===== src/rtl/mips_pipe_pkg.sv =====
// -----------------------------------------------------------------------------
// mips_pipe_pkg
// Shared definitions for the MIPS-style pipeline front end: the fetch FSM
// state type, the bubble encoding, the default reset PC, the rs/rt field
// positions and small PC arithmetic helpers.
// -----------------------------------------------------------------------------
package mips_pipe_pkg;

    // Fetch FSM: issuing a request, waiting for its data, or holding a word
    // that arrived while the pipeline was stalled.
    typedef enum logic [1:0] {
        FETCH = 2'd0,
        WAIT  = 2'd1,
        HOLD  = 2'd2
    } fetch_state_t;

    localparam logic [31:0] NOP_INSTR        = 32'h0000_0000;
    localparam logic [31:0] DEFAULT_RESET_PC = 32'h0000_3000;

    // Register-specifier field positions inside an instruction word
    localparam int RS_HI = 32'sd25;
    localparam int RS_LO = 32'sd21;
    localparam int RT_HI = 32'sd20;
    localparam int RT_LO = 32'sd16;

    // Sequential PC; wraps modulo 2^32 so 32'hFFFF_FFFC steps to 0
    function automatic logic [31:0] pc_plus4(input logic [31:0] pc);
        return pc + 32'd4;
    endfunction

    // Force a byte address onto a word boundary
    function automatic logic [31:0] word_align(input logic [31:0] addr);
        return {addr[31:2], 2'b00};
    endfunction

endpackage


===== src/rtl/if_id_reg.sv =====
// -----------------------------------------------------------------------------
// if_id_reg
// IF/ID pipeline register: PC, PC+4, instruction word and valid flag.
// Priority: flush > load > write (bubble) > hold.
//
// Ports:
//   clk, rst_n     clock, asynchronous active-low reset (clears to bubble)
//   i_flush        replace contents with a bubble (wins over everything)
//   i_load         capture i_pc / i_pc_plus4 / i_instr as a valid entry
//   i_write        register may change; without i_load this inserts a bubble
//   i_pc, i_pc_plus4, i_instr   entry being loaded
//   o_pc, o_pc_plus4, o_instr, o_valid   registered contents
// -----------------------------------------------------------------------------
module if_id_reg
    import mips_pipe_pkg::*;
(
    input  logic        clk,
    input  logic        rst_n,
    input  logic        i_flush,
    input  logic        i_load,
    input  logic        i_write,
    input  logic [31:0] i_pc,
    input  logic [31:0] i_pc_plus4,
    input  logic [31:0] i_instr,
    output logic [31:0] o_pc,
    output logic [31:0] o_pc_plus4,
    output logic [31:0] o_instr,
    output logic        o_valid
);

    logic [31:0] r_pc;
    logic [31:0] r_pc_plus4;
    logic [31:0] r_instr;
    logic        r_valid;

    // Pipeline register update with flush/load/bubble/hold priority
    always_ff @(posedge clk or negedge rst_n) begin
        if (!rst_n) begin
            r_pc       <= 32'h0000_0000;
            r_pc_plus4 <= 32'h0000_0000;
            r_instr    <= NOP_INSTR;
            r_valid    <= 1'b0;
        end else if (i_flush) begin
            r_pc       <= 32'h0000_0000;
            r_pc_plus4 <= 32'h0000_0000;
            r_instr    <= NOP_INSTR;
            r_valid    <= 1'b0;
        end else if (i_load) begin
            r_pc       <= i_pc;
            r_pc_plus4 <= i_pc_plus4;
            r_instr    <= i_instr;
            r_valid    <= 1'b1;
        end else if (i_write) begin
            r_pc       <= 32'h0000_0000;
            r_pc_plus4 <= 32'h0000_0000;
            r_instr    <= NOP_INSTR;
            r_valid    <= 1'b0;
        end
    end

    assign o_pc       = r_pc;
    assign o_pc_plus4 = r_pc_plus4;
    assign o_instr    = r_instr;
    assign o_valid    = r_valid;

endmodule


===== src/rtl/if_fetch_stage.sv =====
// -----------------------------------------------------------------------------
// if_fetch_stage
// Instruction fetch stage and IF/ID register. Owns the PC, issues at most one
// outstanding instruction-memory read, honours PCWrite/IF_Write stalls and
// redirects on a taken branch resolved in ID.
//
// Ports:
//   clk, rst_n        clock, asynchronous active-low reset
//   PCWrite           PC may advance or redirect this cycle
//   IF_Write          IF/ID register may change this cycle
//   br_taken          branch taken in ID (only acted on with PCWrite)
//   br_target         branch destination, bits [1:0] ignored
//   imem_req          fetch request valid (registered, high in FETCH)
//   imem_addr         fetch address (the PC, always word aligned)
//   imem_ready        memory accepts the request this cycle
//   imem_rvalid       read data valid (ignored outside WAIT)
//   imem_rdata        instruction word
//   pc_ID, pc_plus4_ID, instr_ID, valid_ID   IF/ID contents
//   rs_IF, rt_IF      rs/rt fields of instr_ID for the hazard unit
// -----------------------------------------------------------------------------
module if_fetch_stage
    import mips_pipe_pkg::*;
#(
    parameter logic [31:0] RESET_PC = DEFAULT_RESET_PC,
    parameter int          PC_W     = 32
) (
    input  logic            clk,
    input  logic            rst_n,
    input  logic            PCWrite,
    input  logic            IF_Write,
    input  logic            br_taken,
    input  logic [PC_W-1:0] br_target,
    output logic            imem_req,
    output logic [PC_W-1:0] imem_addr,
    input  logic            imem_ready,
    input  logic            imem_rvalid,
    input  logic [31:0]     imem_rdata,
    output logic [PC_W-1:0] pc_ID,
    output logic [PC_W-1:0] pc_plus4_ID,
    output logic [31:0]     instr_ID,
    output logic            valid_ID,
    output logic [4:0]      rs_IF,
    output logic [4:0]      rt_IF
);

    fetch_state_t r_state;
    logic [31:0]  r_pc;
    logic         r_drop;   // the in-flight word belongs to a squashed path
    logic [31:0]  r_skid;   // word that arrived while the pipe was stalled
    logic         r_req;

    logic         w_redirect;
    logic         w_advance;
    logic [31:0]  w_target;
    logic [31:0]  w_pc_plus4;
    logic         w_load;
    logic [31:0]  w_load_instr;
    logic         w_unused_br_lsb;

    assign w_redirect      = br_taken & PCWrite;
    assign w_advance       = PCWrite & IF_Write;
    assign w_target        = word_align(br_target);
    assign w_pc_plus4      = pc_plus4(r_pc);
    assign w_unused_br_lsb = &{1'b0, br_target[1:0]};

    // Decide whether a fetched word enters IF/ID this cycle and which one
    always_comb begin
        w_load       = 1'b0;
        w_load_instr = imem_rdata;
        case (r_state)
            FETCH: begin
                w_load       = 1'b0;
                w_load_instr = imem_rdata;
            end
            WAIT: begin
                w_load       = imem_rvalid & ~r_drop & w_advance & ~w_redirect;
                w_load_instr = imem_rdata;
            end
            HOLD: begin
                w_load       = w_advance & ~w_redirect;
                w_load_instr = r_skid;
            end
            default: begin
                w_load       = 1'b0;
                w_load_instr = imem_rdata;
            end
        endcase
    end

    // Fetch FSM, PC, drop flag, skid buffer and registered request
    always_ff @(posedge clk or negedge rst_n) begin
        if (!rst_n) begin
            r_state <= FETCH;
            r_pc    <= RESET_PC;
            r_drop  <= 1'b0;
            r_skid  <= NOP_INSTR;
            r_req   <= 1'b1;
        end else begin
            case (r_state)
                FETCH: begin
                    if (w_redirect) begin
                        r_pc <= w_target;
                        // An accepted request carries the old PC: its data must be dropped
                        if (imem_ready) begin
                            r_drop  <= 1'b1;
                            r_state <= WAIT;
                            r_req   <= 1'b0;
                        end
                    end else if (imem_ready) begin
                        r_state <= WAIT;
                        r_req   <= 1'b0;
                    end
                end
                WAIT: begin
                    if (imem_rvalid) begin
                        r_drop <= 1'b0;
                        if (w_redirect) begin
                            r_pc <= w_target;
                        end else if (!r_drop && w_advance) begin
                            r_pc <= w_pc_plus4;
                        end
                        if (r_drop || w_redirect || w_advance) begin
                            r_state <= FETCH;
                            r_req   <= 1'b1;
                        end else begin
                            r_skid  <= imem_rdata;
                            r_state <= HOLD;
                        end
                    end else if (w_redirect) begin
                        r_pc   <= w_target;
                        r_drop <= 1'b1;
                    end
                end
                HOLD: begin
                    if (w_redirect) begin
                        r_pc    <= w_target;
                        r_skid  <= NOP_INSTR;
                        r_state <= FETCH;
                        r_req   <= 1'b1;
                    end else if (w_advance) begin
                        r_pc    <= w_pc_plus4;
                        r_state <= FETCH;
                        r_req   <= 1'b1;
                    end
                end
                default: begin
                    r_state <= FETCH;
                    r_drop  <= 1'b0;
                    r_req   <= 1'b1;
                end
            endcase
        end
    end

    if_id_reg u_if_id_reg (
        .clk        (clk),
        .rst_n      (rst_n),
        .i_flush    (w_redirect),
        .i_load     (w_load),
        .i_write    (IF_Write),
        .i_pc       (r_pc),
        .i_pc_plus4 (w_pc_plus4),
        .i_instr    (w_load_instr),
        .o_pc       (pc_ID),
        .o_pc_plus4 (pc_plus4_ID),
        .o_instr    (instr_ID),
        .o_valid    (valid_ID)
    );

    assign imem_req  = r_req;
    assign imem_addr = r_pc;
    assign rs_IF     = instr_ID[RS_HI:RS_LO];
    assign rt_IF     = instr_ID[RT_HI:RT_LO];

endmodule


===== config.mk =====
export PLATFORM = sky130hd
export DESIGN_NAME = if_fetch_stage
export DESIGN_NICKNAME = d
export VERILOG_FILES = /design/src/rtl/mips_pipe_pkg.sv /design/src/rtl/if_id_reg.sv /design/src/rtl/if_fetch_stage.sv
export SDC_FILE = /design/constraint.sdc
export NUM_CORES = 1
export LEC_CHECK = 0
export CAP_MARGIN = 30
export CORE_MARGIN = 3
export CORE_UTILIZATION = 40
export DETAILED_ROUTE_END_ITERATION = 8
export PLACE_DENSITY = 0.7
export SKIP_LAST_GASP = 1
export SYNTH_ARGS = -nofsm -noshare
export SYNTH_HDL_FRONTEND = slang
export SYNTH_SLANG_ARGS = --single-unit

===== constraint.sdc =====
create_clock -name clk -period 2.1 [get_ports clk]
set_clock_uncertainty 0.05 [all_clocks]
set_input_delay 0.42 -clock clk [delete_from_list [all_inputs] [get_ports clk]]
set_output_delay 0.42 -clock clk [all_outputs]
set_load 0.05 [all_outputs]

### After elaboration in Yosys (flattened, before gate mapping)

Cells that the tools add are included.

* reductions and logical operators: 13
* equal/unequal tests: 11
* add/sub/neg operators: 1
* bitwise operators: 9
* mux-type cells: 40

Operators with widths (number)
* $mux W32: 17
* $pmux W32 S3: 1
* $pmux W32 S2: 1
* $add A32 B3 Y32 const B: 1
* $mux W1: 12
* $ne A2 B2 Y1 const B: 6
* $reduce_and A4 Y1: 3
* $mux W2: 5
* $and A1 B1 Y1: 6
* $ne A3 B3 Y1 const B: 2
* $pmux W1 S3: 2
* $pmux W2 S3: 1
* $reduce_and A3 Y1: 2
* $reduce_bool A3 Y1: 2
* $ne A4 B4 Y1 const B: 1
* $not A1 Y1: 3
* $eq A2 B1 Y1 const B: 1
* $eq A2 B2 Y1 const B: 1
* $logic_not A2 Y1: 1
* $logic_or A1 B1 Y1: 2
* $pmux W1 S2: 1
* $reduce_bool A2 Y1: 1
* $logic_and A1 B1 Y1: 1
* $logic_not A1 Y1: 1

* output and inout port bits: 140
* bits in registers: 165
* input bits: 71

### Logic depth before layout (Yosys ltp)

* depth after elaboration: 7
* gate-level depth with buffers: 10

### Cells and area by module

From an unflattened synthesis, not the netlist that was laid out.

* cell total of the unflattened synthesis: 790
* area, all modules: 8100.3 um^2

By module, submodules not included
* if_fetch_stage: cells each 559, times used 1, area each 4494.3 um^2
* if_id_reg: cells each 231, times used 1, area each 3606.0 um^2

### Worst setup path after synthesis

No wires, ideal clock.

* path type: reg2reg
* start point: register r_pc[12], in the netlist imem_addr[12]
* end point: register r_pc[18], in the netlist imem_addr[18]
* setup time: 66 ps
* clock period less this slack: 2260 ps
* cell stages (with the launch flop): 8
* data required time: 1984 ps
* data arrival time: 2144 ps
* path slack: -160 ps
* path through: dfstp_2 -> buf_2 -> and4_2 -> and4_4 -> buf_6 -> a41oi_4 -> a2111oi_4 -> o22a_1

* cells in the longest elaborated chain, start to end: 5
* elaborated cells between the ends (all ways): 7
* classes of those cells: add/sub (1); mux (6)

RTL lines
* start, declared: line if_fetch_stage.sv:47 `logic [31:0] r_pc;`
* start signal, assigned: line if_fetch_stage.sv:102 `r_pc <= w_target;`
* start signal, assigned: line if_fetch_stage.sv:118 `r_pc <= w_target;`
* start signal, assigned: line if_fetch_stage.sv:120 `r_pc <= w_pc_plus4;`
* $add A32 B3 Y32 *: line mips_pipe_pkg.sv:28 `return pc + 32'd4;`
* $mux W32: line if_fetch_stage.sv:119 `end else if (!r_drop && w_advance) begin`
* $mux W32: line if_fetch_stage.sv:117 `if (w_redirect) begin`
* $mux W32: line if_fetch_stage.sv:115 `if (imem_rvalid) begin`
* $pmux W32 S3 *: line if_fetch_stage.sv:99 `case (r_state)`

Every way passes the cells marked *; elsewhere a longest branch is shown, timed or not. The select of a mux whose other input is x is not followed.
A chain may end at the register's enable or synchronous reset.

### Worst setup path after layout

* start point: register u_if_id_reg.r_pc_plus4[18], in the netlist u_if_id_reg.o_pc_plus4[18]
* end point: output port pc_plus4_ID[18]

RTL lines
* start, declared: line if_id_reg.sv:32 `logic [31:0] r_pc_plus4;`
* start signal, assigned: line if_id_reg.sv:50 `r_pc_plus4 <= i_pc_plus4;`
* end, declared: line if_fetch_stage.sv:39 `output logic [PC_W-1:0] pc_plus4_ID,`

No word-level cell between the ends.

==> summary.txt <==
Outcome
  – Outcome: finished clean

Logic synthesis
  – Post-synth top area share: 50.0%
  – Synth top cells by count: dfrtp_1 (160), nand2_1 (100), o21ai_0 (77)
  – Syn avg cell area: 10.1 sq um
  – Most common cell in the netlist: dfrtp_1
  – Yosys warnings: 0
  – Syn_nets: 868
  – Synth area leader: dfrtp_1
  – Asr flop ratio synth: 100%
  – Post-synth EDFFs: 0
  – Flops & latches, synth: 163
  – Cells after Synth: 792
  – Sequential share of the synthesized area: 51.0%
  – Synth Cell Area: 0.00801 sq mm
  – Yosys cell types: 61
  – Top cells by area, synth: dfrtp_1 (50%), o21ai_0 (4.8%), nand2_1 (4.7%), mux2_2 (4.6%), a22o_1 (3.3%)
  – Main synth FF type: dfrtp_1

Timing
  – Fmax: 0.483 GHz
  – Fin. max-slew vios: 0
  – Final-report hold violation count: 0
  – Minimum clock period after layout: 2.07 ns
  – RSZ-0062 raised after global routing: yes
  – Setup TNS Final: 0 ns
  – Final setup viols: 0
  – Worst Tran Pin Value: 0.545 ns
  – Relative slew slack: 63.8%
  – Final Cycle Share: 98.7%

Placed design
  – Post-detail-place hpwl: 17400 um
  – PortBufs: 208
  – Routability congestion estimate: 0.880

Setup path
  – Critical Path Start Type: flop
  – Crit path max-delay family: buffers and inverters
  – Slowest cell on crit path: clkdlybuf4s50_1
  – Critical path capture point type: output port
  – CP max FO: 2
  – CP bufs+invs: 1
  – WP data arrival: 1.60 ns
  – CP peak stage delay: 0.81 ns
  – Worst EP required: 1.63 ns
  – Crit-path cells: clkdlybuf4s50_1
  – Critical setup path kind: flop to output port

Global routing
  – Initial antenna violation count: 0
  – Total gr overflow: 0
  – Largest net degree at the start of global routing: 65
  – First-pass GRT wire length: 38400 um
  – Number of global-route vias before repair: 6871
  – GRT Total Usage: 22.1%

Worst hold path
  – Hold/Removal Path Class: primary input to asynchronous set/reset pin

Clock tree
  – Root buffer cell: clkbuf_16
  – H-tree levels: 4
  – Max clock buf depth: 2
  – Post-CTS Repair Setup Buffers: 0
  – TritonCTS Buffers: 17
  – Clock sinks: 163
  – CTS tree: built
  – Clk slew on worst S/H paths: 0.07 ns
  – Clock Latency Late Sink: 0.44 ns

Detailed routing
  – Total Wirelength: 24300 um
  – Routed len/inst: 18.4 um
  – Iter 0 DRT Violations: 399
  – First-pass detailed-route iteration total: 5
  – Vias per inst: 5.37
  – Detail Route Antenna Nets: 0
  – Routed vias: 7099
  – # DRC: 0

Final layout
  – FF+latch area: 0.00411 sq mm
  – Nets: 1121
  – Area of the multi-input gates: 0.00363 sq mm
  – Fillers: 1750
  – Ant. Diodes: 0
  – Share of cells above drive strength 1: 24.8%
  – Layout area overhead: 45.4%

Pwr
  – Total power: 14500 uW
  – Peak supply drop: 0.760 mV
  – Power density over the cells: 1240 mW/mm^2
  – Pleak: 0.00583 uW

Floorplanning
  – Die H: 148 um
  – Die ar.: 0.0218 sq mm
  – Core footprint: 0.0196 sq mm
  – Std-Cell Rows: 51
  – Ports: 211
  – Die Wd: 148 um
  – Starting Density: 40.9%

Run
  – Max_cap viols: 0
[flip-flops by register name, indices dropped and copies added (netlist names)]
| register | count |
|---|---|
| u_if_id_reg.o_valid | 1 |
| r_drop | 1 |
| u_if_id_reg.o_pc_plus4 | 30 |
| r_state | 2 |
| imem_addr | 32 |
| imem_req | 1 |
| u_if_id_reg.o_instr | 32 |
| r_skid | 32 |
| u_if_id_reg.o_pc | 32 |
[report_power, final]
group	total [uW]	internal [uW]	switching, uW	leakage [uW]
logic	7010	2870	4140	0.00342
registers	4380	3910	470	0.00214
clock network	3090	1690	1400	0.000272
total	14500	8480	6010	0.00583
[per-stage QoR]
stage               utilization, %  setup slack (ns)  cells  instance area [sq um]  hold WS, ns
global placement              55.8            -0.318   1290                  10900        0.307
global route                  59.5           -0.0609   1323                  11600        0.439
finish                        59.5            0.0280   1323                  11600        0.413
detailed placement            55.8            -0.370   1290                  10900        0.310
floorplan                        -           0.00191    792                   8040       0.0744
CTS                           58.6          0.000442   1323                  11500        0.413
[layout by cell type (no fill, tap or decap), types with 24 or more instances in the layout]
cell type / count
o21ai_0: 76
nor2b_1: 36
dlygate4sd2_1: 35
buf_4: 129
dfrtp_1: 142
nor2_1: 24
nand2_1: 100
a22o_1: 30
dlymetal6s2s_1: 37
a21oi_1: 42
mux2_2: 33
clkdlybuf4s50_1: 93
[layer usage]
metal / wire length (um) / global-route usage [%]
met1: 10700 / 30.4
met2: 11300 / 34.6
met3: 1660 / 4.75
met4: 641 / 8.25
met5: 0 / 0
[path summary, 6_finish.rpt]
kind | start | end | slack [ns] | depth (start not counted)
worst max-delay path | u_if_id_reg.o_pc_plus4[18]$_DFFE_PN0P_ | pc_plus4_ID[18] | 0.03 | 1
worst min-delay path | rst_n | u_if_id_reg.o_pc[4]$_DFFE_PN0P_ | 0.41 | 2
worst max register to register | imem_addr[2]$_DFFE_PN0P_ | imem_addr[26]$_DFFE_PN0P_ | 0.05 | 7
worst min register to register | u_if_id_reg.o_pc_plus4[13]$_DFFE_PN0P_ | u_if_id_reg.o_pc_plus4[13]$_DFFE_PN0P_ | 0.43 | 2
max in group asynchronous | rst_n | u_if_id_reg.o_pc[24]$_DFFE_PN0P_ | 0.90 | 4
min in group clk | u_if_id_reg.o_pc_plus4[13]$_DFFE_PN0P_ | u_if_id_reg.o_pc_plus4[13]$_DFFE_PN0P_ | 0.43 | 2
[final cells by class]
type | instances | area share [%]
Clock buffer | 18 | 3.77
Multi-Input combinational cell | 546 | 31.2
Inverter | 7 | 0.226
Timing Repair Buffer | 310 | 25.5
Tap cell | 265 | 2.85
Sequential cell | 163 | 35.2
Clock inverter | 14 | 1.21
[cell families after synthesis]
logic type      after synthesis  share of synthesized area (%)
simple gates                241                           15.4
compound gates              231                           19.1
flops                       163                           51.0
buf+inv                      83                           5.11
mux                          41                           5.64
xor+xnor                     28                           3.06
fa+ha+maj                     5                          0.781
[repair_timing]
item | CTS | global route
setup endpoints to repair | 40 | 105
pin swaps | 0 | 1
gates resized for setup | 36 | 54
hold buffers | 1 | 0
hold endpoints to repair | 30 | 0
Power figures use the tool's default switching activity.
